==> config.mk <==
export PLATFORM = sky130hd
export DESIGN_NAME = phy_rx_lane_arbiter
export DESIGN_NICKNAME = d
export VERILOG_FILES = /design/src/rtl/phy_rx_lane_arbiter.sv
export SDC_FILE = /design/constraint.sdc
export NUM_CORES = 1
export LEC_CHECK = 0
export CAP_MARGIN = 20
export CORE_MARGIN = 3
export CORE_UTILIZATION = 42
export DETAILED_ROUTE_END_ITERATION = 10
export PLACE_DENSITY = 0.81
export SYNTH_ARGS = -nofsm -noshare
export SYNTH_HDL_FRONTEND = slang
export SYNTH_SLANG_ARGS = --single-unit
==> constraint.sdc <==
create_clock -name clk_Arb -period 4 [get_ports clk_Arb]
set_clock_uncertainty 0.1 [all_clocks]
set_input_delay 0.8 -clock clk_Arb [delete_from_list [all_inputs] [get_ports clk_Arb]]
set_output_delay 0.8 -clock clk_Arb [all_outputs]
set_load 0.05 [all_outputs]
==> src/rtl/phy_rx_lane_arbiter.sv <==
// phy_rx_lane_arbiter: round-robin, burst-limited arbiter that moves one
// granted lane word per cycle into a registered output stage with
// downstream backpressure, plus a saturating delivered-word counter.
module phy_rx_lane_arbiter #(
    parameter int DATA_W    = 32,
    parameter int NUM_LANES = 4,
    parameter int MAX_BURST = 4,
    parameter int LANE_W    = 2
) (
    input  logic                          clk_Arb,
    input  logic                          reset,
    input  logic                          enable_Arb,
    input  logic [NUM_LANES-1:0]          valid_in_Arb,
    input  logic [NUM_LANES*DATA_W-1:0]   data_in_Arb,
    output logic [NUM_LANES-1:0]          ready_out_Arb,
    input  logic                          ready_in_Arb,
    output logic                          valid_out_Arb,
    output logic [DATA_W-1:0]             data_out_Arb,
    output logic [LANE_W-1:0]             lane_out_Arb,
    output logic [15:0]                   word_cnt_Arb
);

    typedef enum logic {IDLE = 1'b0, BURST = 1'b1} state_t;

    localparam logic [3:0] BURST_LIMIT = 4'(MAX_BURST);

    state_t              state_q, state_d;
    logic [LANE_W-1:0]   rr_ptr_q, rr_ptr_d;
    logic [LANE_W-1:0]   cur_lane_q, cur_lane_d;
    logic [3:0]          burst_cnt_q, burst_cnt_d;
    logic                valid_out_q, valid_out_d;
    logic [DATA_W-1:0]   data_out_q, data_out_d;
    logic [LANE_W-1:0]   lane_out_q, lane_out_d;
    logic [15:0]         word_cnt_q, word_cnt_d;

    logic                can_accept;
    logic [LANE_W-1:0]   sel;
    logic                sel_found;
    logic [LANE_W-1:0]   search_idx;
    logic                xfer;
    logic [LANE_W-1:0]   xfer_lane;
    logic [NUM_LANES-1:0] ready_raw;

    // Lane index after l, wrapping from the last lane back to lane 0.
    function automatic logic [LANE_W-1:0] next_lane(input logic [LANE_W-1:0] l);
        if (int'(l) == NUM_LANES - 1) return '0;
        return l + 1'b1;
    endfunction

    // Round-robin search: first valid lane starting at rr_ptr.
    always_comb begin
        sel        = rr_ptr_q;
        sel_found  = 1'b0;
        search_idx = rr_ptr_q;
        for (int i = 0; i < NUM_LANES; i++) begin
            if (!sel_found && valid_in_Arb[search_idx]) begin
                sel       = search_idx;
                sel_found = 1'b1;
            end
            search_idx = next_lane(search_idx);
        end
    end

    // Grant FSM next state, per-lane ready and output/counter next values.
    always_comb begin
        state_d     = state_q;
        rr_ptr_d    = rr_ptr_q;
        cur_lane_d  = cur_lane_q;
        burst_cnt_d = burst_cnt_q;
        ready_raw   = '0;
        xfer        = 1'b0;
        xfer_lane   = cur_lane_q;
        can_accept  = enable_Arb && (!valid_out_q || ready_in_Arb);

        case (state_q)
            IDLE: begin
                if (sel_found) begin
                    ready_raw[sel] = can_accept;
                    xfer           = can_accept;
                    xfer_lane      = sel;
                end
                if (xfer) begin
                    if (MAX_BURST > 1) begin
                        state_d     = BURST;
                        cur_lane_d  = sel;
                        burst_cnt_d = 4'd1;
                    end else begin
                        rr_ptr_d = next_lane(sel);
                    end
                end
            end
            BURST: begin
                ready_raw[cur_lane_q] = can_accept;
                xfer = can_accept && valid_in_Arb[cur_lane_q];
                // Disable or an empty granted lane gives the grant up; the
                // empty-lane case spends this cycle as a bubble.
                if (!enable_Arb || (can_accept && !valid_in_Arb[cur_lane_q])) begin
                    state_d  = IDLE;
                    rr_ptr_d = next_lane(cur_lane_q);
                end else if (xfer) begin
                    burst_cnt_d = burst_cnt_q + 4'd1;
                    if (burst_cnt_q + 4'd1 == BURST_LIMIT) begin
                        state_d  = IDLE;
                        rr_ptr_d = next_lane(cur_lane_q);
                    end
                end
            end
            default: state_d = IDLE;
        endcase

        valid_out_d = valid_out_q;
        data_out_d  = data_out_q;
        lane_out_d  = lane_out_q;
        if (xfer) begin
            valid_out_d = 1'b1;
            data_out_d  = data_in_Arb[xfer_lane*DATA_W +: DATA_W];
            lane_out_d  = xfer_lane;
        end else if (ready_in_Arb) begin
            valid_out_d = 1'b0;
        end

        word_cnt_d = word_cnt_q;
        if (valid_out_q && ready_in_Arb && (word_cnt_q != 16'hFFFF)) begin
            word_cnt_d = word_cnt_q + 16'd1;
        end
    end

    // State, output stage and counter registers with asynchronous reset.
    always_ff @(posedge clk_Arb or posedge reset) begin
        if (reset) begin
            state_q     <= IDLE;
            rr_ptr_q    <= '0;
            cur_lane_q  <= '0;
            burst_cnt_q <= '0;
            valid_out_q <= 1'b0;
            data_out_q  <= '0;
            lane_out_q  <= '0;
            word_cnt_q  <= '0;
        end else begin
            state_q     <= state_d;
            rr_ptr_q    <= rr_ptr_d;
            cur_lane_q  <= cur_lane_d;
            burst_cnt_q <= burst_cnt_d;
            valid_out_q <= valid_out_d;
            data_out_q  <= data_out_d;
            lane_out_q  <= lane_out_d;
            word_cnt_q  <= word_cnt_d;
        end
    end

    // Ready is forced low while reset is asserted.
    always_comb begin
        ready_out_Arb = reset ? '0 : ready_raw;
    end

    assign valid_out_Arb = valid_out_q;
    assign data_out_Arb  = data_out_q;
    assign lane_out_Arb  = lane_out_q;
    assign word_cnt_Arb  = word_cnt_q;

endmodule

Word level (Yosys, flattened, before mapping)
Index checks and enable logic that the tools add are counted.
Cells by class
  add/subtract/negate cells: 6
  order comparisons: 8
  bitwise gates (word level): 3
  eq/ne operators: 11
  div/mod/pow operators: 0
  multiplexer cells: 63
  shift operators: 1
  multipliers: 0
  reduce and logical (&&, ||, !) cells: 22
Operator list (count)
  $shiftx A128 B8 Y32: 1
  $mux W2: 18
  $mux W1: 29
  $mux W4: 5
  $lt A2 B3 Y1 const B: 6
  $add A16 B1 Y16 const B: 1
  $ne A16 B16 Y1 const B: 1
  $pmux W4 S2: 2
  $bmux W1 S2: 5
  $logic_and A1 B1 Y1: 10
  $add A2 B1 Y2 const B: 4
  $and A4 B4 Y4: 2
  $eq A2 B1 Y1 const B: 4
  $logic_not A1 Y1: 6
  $ne A3 B1 Y1 const B: 2
  $reduce_and A3 Y1: 2
  $add A4 B1 Y4 const B: 1
  $demux W1 S2: 2
  $eq A4 B3 Y1 const B: 1
  $ge A2 B1 Y1 const B: 2
  $ne A2 B1 Y1 const B: 2
  $pmux W1 S2: 2
  $logic_or A1 B1 Y1: 2
  $ne A2 B2 Y1 const B: 1
  other kinds (3): 3
Word-level totals
  memories: 0
  input bits: 136
  bits in latches: 0
  output and inout port bits: 55
  memory bits (writable): 0
  memory bits (read-only): 0
  word-level logic and storage cells: 122
  bits in registers: 60

Depth between registers and ports, before layout
Gate-level depths: netlist of run 1.
  depth in word-level cells: 21
  depth in mapped cells: 11
  depth with buffers taken out: 8

Worst setup path before layout of run 1
Ideal clock, no wire load.
  path type: input to output
  start: input valid_in_Arb[0]
  end: output ready_out_Arb[0]
  stages on the path: 8
  setup slack: 254 ps
  data arrival time: 2846 ps
  buffers on the path: 1
  cells stage by stage: buf_2 > o21bai_1 > or3b_2 > o2111ai_1 > o211ai_1 > nor3_1 > a22oi_1 > nor2_1
On the way
  longest elaborated chain between the ends: 20
  elaborated cells on any way between the ends: 30
  those cells by class: order compare (2); mux (20); bitwise (1); reduce/logical (7)
RTL lines
  from (decl): RTL line 13  | input logic [NUM_LANES-1:0] valid_in_Arb,
  $bmux W1 S2: RTL line 56  | if (!sel_found && valid_in_Arb[search_idx]) begin
  $mux W1 (implied by the code): RTL line 56
  $mux W1: RTL line 56
  $logic_not A1 Y1: RTL line 56
  $logic_and A1 B1 Y1: RTL line 56
  $mux W1: RTL line 56
  $logic_not A1 Y1: RTL line 56
  $logic_and A1 B1 Y1: RTL line 56
  [... 4 more ...]
  $lt A2 B3 Y1 (implied by the code) / $ge A2 B1 Y1 (equally long branches): RTL line 78  | ready_raw[sel] = can_accept;
  $logic_and A1 B1 Y1 (implied by the code): RTL line 78
  $mux W1 (implied by the code): RTL line 78
  $demux W1 S2: RTL line 78
  $and A4 B4 Y4 (no source line)
  $mux W4 (*): RTL line 77  | if (sel_found) begin
  $pmux W4 S2 (*): RTL line 75  | case (state_q)
  $mux W4 (*): RTL line 153  | ready_out_Arb = reset ? '0 : ready_raw;
  to (decl): RTL line 15  | output logic [NUM_LANES-1:0] ready_out_Arb,
Every way passes the cells marked *; elsewhere a longest branch is shown, timed or not. The select of a mux whose other input is x is not followed.

Worst setup path after layout of run 1
  start: register rr_ptr_q[0]
  end: output ready_out_Arb[1]
On the way
  longest elaborated chain between the ends: 21
  elaborated cells on any way between the ends: 42
  those cells by class: add/sub (3); order compare (2); eq/ne (3); mux (26); bitwise (1); reduce/logical (7)
RTL lines
  from (decl): RTL line 28  | logic [LANE_W-1:0] rr_ptr_q, rr_ptr_d;
  from (signal assigned): RTL line 141  | rr_ptr_q <= rr_ptr_d;
  branches (longest 18 deep; another with $lt A2 B3 Y1)
  $mux W4 (*): RTL line 77
  $pmux W4 S2 (*): RTL line 75
  $mux W4 (*): RTL line 153
Every way passes the cells marked *. The select of a mux whose other input is x is not followed.

==> metrics.yaml, run 1 <==
slew_violations: 0
cts_root_buf: "clkbuf_8"
vdd_drop_max_uv: 560
p_sw_mw: 2.84
setup_violations: 0
power.internal_mw: 2.76
synth_cell_types: 56
synthSimpleGateAreaFrac_pct: 12.4
drtPass1Iterations: 4
ff2ff_path_depth: 9
worst_ep_required_time_ps: 3100
worstPathArrival_ps: 2910
clockBufferDepth: 2
critical_path.slowest_cell: "dfrtp_2"
synthMuxAreaShare_pct: 10.4
drive_above_1_share_pct: 16.6
wl_um: 12700
io_buffers: 190
hp-class: "register to register"
gp_congestion: 0.939
relSlewSlack_pct: 62.3
grt_max_degree: 33
initial_core_util_pct: 44.0
final_common_cell: "clkdlybuf4s50_1"
fmax_ghz: 0.262
drt-wirelength-per-cell_um: 17.4
finalNonFillerCells: 727
synth.top_cell.area_share_pct: 36.3
netlist_area_um2: 4140
clockPowerShare_pct: 8.5
p_comb_share_pct: 72.3
synthCells: 402
fillers: 739
first_global_vias: 3965
critPathCaptureType: "output pin"
reg2reg_slack_ps: 700
die_height_um: 105
synth_top_family_by_area: "compound AO/OA/AOI/OAI gates"
die_w_um: 105
cp_cell_sequence: "ha_4 > or3b_2 > o2bb2ai_1 > nor3_2 > or3_1 > a22oi_1 > nor2_1 > buf_12"
post_cts_hold_buffer_count: 0
grt_overflow: 0
async_flop_share_pct: 100
p_seq_share_pct: 19.2
vias_per_cell: 5.36
grt_pass1_wl_um: 19800
drc: 0
outcome: "finished, final reports clean"
yosys.area_share.adder_pct: 2.42
crit_fanout: 13
leakagePower_nw: 2.56
final_antenna_net_count: 0
synth_warnings: 0
synth_area_leaders: "dfrtp_1 (36%), a211oi_2 (11%), mux2i_1 (8.0%)"
synth_edf_count: 0
syn2layout_area_growth_pct: 56.0
fin_crit_ps: 3810
mostFrequentLayoutCells: "clkdlybuf4s50_1 (182), dfrtp_1 (59), nor2_1 (48)"
critPathMaxStageDelay_ps: 500
hpwl_um: 9840
synth_nets: 546
core_area_um2: 9420
p_total_mw: 5.60
fin_setup_tns_ps: 0
fin_util_pct: 68.6
rsz0062_at_grt: "false"
dieArea_um2: 11100
p_sw_share_pct: 50.7
insertion_delay_ps: 320
cap_violations: 0
critPathKind: "register to output pin"
num_vias: 3894
hold_viol_final: 0
fin_nets: 738
synth_top_flop_cell: "dfrtp_1"
antenna_found_initial: 0
hold_depth: 1
syn-mean-instance-area_um2: 10.3
synth_seq_area_share_pct: 36.3
h-tree-depth: 3
num_io_pins: 191
drt_iter0_drc: 169
synth_compound_area_share_pct: 29.3
dp.cells: 710
post-route-period-util_pct: 95.3
num_rows: 35
cts_buffers: 9
yosysTopAreaCell: "dfrtp_1"
diodes: 0
cts.clk_slew.worst_paths_ps: 60
worst_pin_slew_ps: 563
ys_ff_latch: 60
tritoncts: "done"
synth_xor_area_share_pct: 3.60
track_usage_pct: 22.2
cp-start-kind: "register"
cts_sinks: 60
power.density_nw_per_um2: 867
power groups by stage:
stage / Clock [mW] / Combinational, mW / Sequential (mW)
final: 0.478 / 4.05 / 1.07
after global routing: 0.517 / 4.30 / 1.11
after CTS: 0.491 / 3.99 / 1.07
after detailed placement: 0 / 3.98 / 1.08
after global placement: 0 / 3.92 / 1.06
after floorplan: 0 / 2.22 / 1.76
layout make-up:
class                   instances  area (µm²)  share of cell area (%)
multi-input cells             305        2450                    37.9
repair buffers                209        2140                    33.2
flip-flops and latches         60        1500                    23.3
well taps                     129         161                    2.50
clock buffers                  13         159                    2.46
inverters                       9        33.8                   0.523
clock inverters                 2        10.0                   0.155
synth_stat cells (all sizes together), types with 4 or more instances:
library cell and instances:
o21ai 10, nand2b 5, nand3 6, a22oi 4, nand2 17, a211oi 64, dfrtp 60, mux2i 33
mux2 5, or3 4, inv 9, clkbuf 11, nor3 6, xnor2 14, ha 8, nand4 5
buf 17, a21boi 33, nor2 50
registers in the layout (all words and copies together) (netlist names):
name,flops
burst_cnt_q,4
state_q,1
rr_ptr_q,2
lane_out_Arb,2
cur_lane_q,2
word_cnt_Arb,16
data_out_Arb,32
valid_out_Arb,1
kinds of logic (layout without fill, tap and decap cells):
logic type               count (synthesis)  in the layout
AO/OA/AOI/OAI                          133            133
XOR/XNOR                                17             17
adder cells (fa/ha/maj)                  8              8
buffers and inverters                   37            233
flip-flops                              60             60
multiplexers                            40             40
AND/OR/NAND/NOR                        107            107
worst max-delay path, delay by kind of cell (launching register included):
family	cells	cell delay, ps
adder cells (fa/ha/maj)	1	360
flip-flops	1	500
AND/OR/NAND/NOR	4	1130
buffers and inverters	1	150
AO/OA/AOI/OAI	2	450
per-layer routing:
layer,global-route usage [%],vias up,share of wire [%]
met5,0,-,0
met4,9.09,0,2.1
met3,4.65,18,5.4
met2,38.3,119,51
met1,27.0,1886,41
li1,-,1871,-
stage by stage:
stage	hold slack, ps	setup slack, ps	instance area [µm²]
2_1_floorplan	381	254	4140
3_3_place_gp	377	68.7	6230
6_report	389	190	6460
3_5_place_dp	384	6.42	6230
5_1_grt	435	16.1	6460
4_1_cts	397	6.32	6400
final timing paths:
kind                                   from               end
max                             rr_ptr_q[0]  ready_out_Arb[1]
min                        word_cnt_Arb[11]  word_cnt_Arb[11]
max reg2reg                     rr_ptr_q[0]  data_out_Arb[31]
min reg2reg                word_cnt_Arb[11]  word_cnt_Arb[11]
max in group asynchronous             reset   word_cnt_Arb[4]
min in group asynchronous             reset  data_out_Arb[30]
repair_timing:
action                                 CTS  global route
setup buffers                            0             2
endpoints found under the hold margin    0             0
gates resized for setup                  0            12
setup endpoints to repair                0             4
No activity file was read; power rests on OpenSTA's default activity.
==> run 2, diff against run 1 <==
--- a/config.mk
+++ b/config.mk
@@ -5,11 +5,12 @@
 export SDC_FILE = /design/constraint.sdc
 export NUM_CORES = 1
 export LEC_CHECK = 0
-export CAP_MARGIN = 20
+export CAP_MARGIN = 0
 export CORE_MARGIN = 3
 export CORE_UTILIZATION = 42
 export DETAILED_ROUTE_END_ITERATION = 10
 export PLACE_DENSITY = 0.81
+export REMOVE_ABC_BUFFERS = 1
 export SYNTH_ARGS = -nofsm -noshare
 export SYNTH_HDL_FRONTEND = slang
 export SYNTH_SLANG_ARGS = --single-unit
==> metrics.yaml, run 2 (synthesis gave the netlist of run 1 again) <==
insertion_delay_ps: 330
wl_um: 13200
num_rows: 35
gp_congestion: 0.847
cts_root_buf: "clkbuf_8"
multi_input_area_um2: 2430
final_common_cell: "clkdlybuf4s50_1"
hp-class: "register to register"
h-tree-depth: 3
grt_max_degree: 41
grt_pass1_wl_um: 20800
die_height_um: 105
hpwl_um: 10000
largest_register_ffs: 32
io_buffers: 190
fmax_ghz: 0.262
initial_core_util_pct: 44.0
fin_ws_ps: 180
syn2layout_area_growth_pct: 57.3
rsz0062_at_grt: "false"
leakagePower_nw: 2.58
clockBufferDepth: 2
drive_above_1_share_pct: 16.2
cap_violations: 0
post-route-period-util_pct: 95.5
critPathKind: "register to output pin"
final_antenna_net_count: 0
hold_viol_final: 0
num_io_pins: 191
drt-wirelength-per-cell_um: 18.1
power.density_nw_per_um2: 890
drtPass1Iterations: 5
fillers: 703
drc: 0
pre_cts_ws_ps: -75.3
antenna_found_initial: 0
seqCellArea_um2: 1500
vias_per_cell: 5.40
cts_buffers: 9
critPathCaptureType: "output pin"
grt_overflow: 0
fin_crit_ps: 3820
first_global_vias: 4033
drt_iter0_drc: 157
num_vias: 3918
core_area_um2: 9420
fin_nets: 736
die_w_um: 105
dieArea_um2: 11100
worstPathArrival_ps: 2920
diodes: 0
track_usage_pct: 23.3
vdd_drop_max_uv: 566
tritoncts: "done"
cts.clk_slew.worst_paths_ps: 60
setup_violations: 0
mostFrequentLayoutCells: "clkdlybuf4s50_1 (182), dfrtp_1 (59), nor2_1 (49)"
cp-start-kind: "register"
relSlewSlack_pct: 49.4
outcome: "finished, final reports clean"
fin_util_pct: 69.2
crit_fanout: 13
worst_ep_required_time_ps: 3100
cts_sinks: 60
worst_pin_slew_ps: 758
slew_violations: 0
==> run 2: cell types whose count changed in the layout (fill, tap and decap cells not counted), sizes merged <==
cell / before / now
buf: 23 / 20
bufinv: 0 / 3
clkinv: 2 / 1
dlygate4sd2: 0 / 1
dlymetal6s2s: 4 / 3
==> run 2: critical path, cell delays in order (launching register included) <==
cell and delay, ps:
dfrtp_2 510, ha_4 370, or3b_2 460, o2bb2ai_1 280
nor3_2 120, or3_1 430, a22oi_1 180, nor2_1 90
buf_12 160
==> run 2: final timing paths <==
check / cells past startpoint / slack [ps] / end / from
worst max-delay path: 8 / 180 / ready_out_Arb[1] / rr_ptr_q[0]
worst min-delay path: 1 / 400 / word_cnt_Arb[11] / word_cnt_Arb[11]
worst max register to register: 9 / 790 / data_out_Arb[18] / rr_ptr_q[0]
worst min register to register: 1 / 400 / word_cnt_Arb[11] / word_cnt_Arb[11]
max in group asynchronous: 3 / 2010 / rr_ptr_q[0] / reset
min in group asynchronous: 2 / 940 / data_out_Arb[30] / reset
==> run 2: where the power goes <==
part / internal (mW) / switching (mW) / total [mW]
Clock: 0.448 / 0.240 / 0.687
Combinational: 1.62 / 2.42 / 4.04
Sequential: 0.870 / 0.203 / 1.07
==> run 2: final cells by class <==
type	count	area share, %
clock inverters	4	1.46
multi-input cells	305	37.4
clock buffers	12	2.38
flip-flops and latches	60	23.1
repair buffers	207	32.7
well taps	129	2.48
inverters	9	0.519
==> run 2: routing by layer <==
layer	GRT usage, %	share of wire [%]
met1	27.9	40
met2	41.3	53
met3	4.23	4.9
met4	9.09	2.6
met5	0	0
==> run 2: metrics by stage <==
stage	cell area (µm²)	hold WS, ps	total power [mW]	setup TNS [ps]	std cells
5_1_grt	6510	415	6.14	0	726
4_1_cts	6490	405	5.79	0	726
6_report	6510	399	5.80	0	726
2_1_floorplan	3940	384	3.68	-10810	374
3_5_place_dp	6220	391	5.06	-211	708
3_3_place_gp	6220	383	4.97	0	708
==> run 2: repair_timing <==
| item | 4_1_cts | 5_1_grt |
|---|---|---|
| buffers inserted | 2 | 0 |
| hold buffers | 0 | 0 |
| setup endpoints to repair | 4 | 4 |
| pin swaps | 1 | 3 |
| gates resized for setup | 3 | 8 |
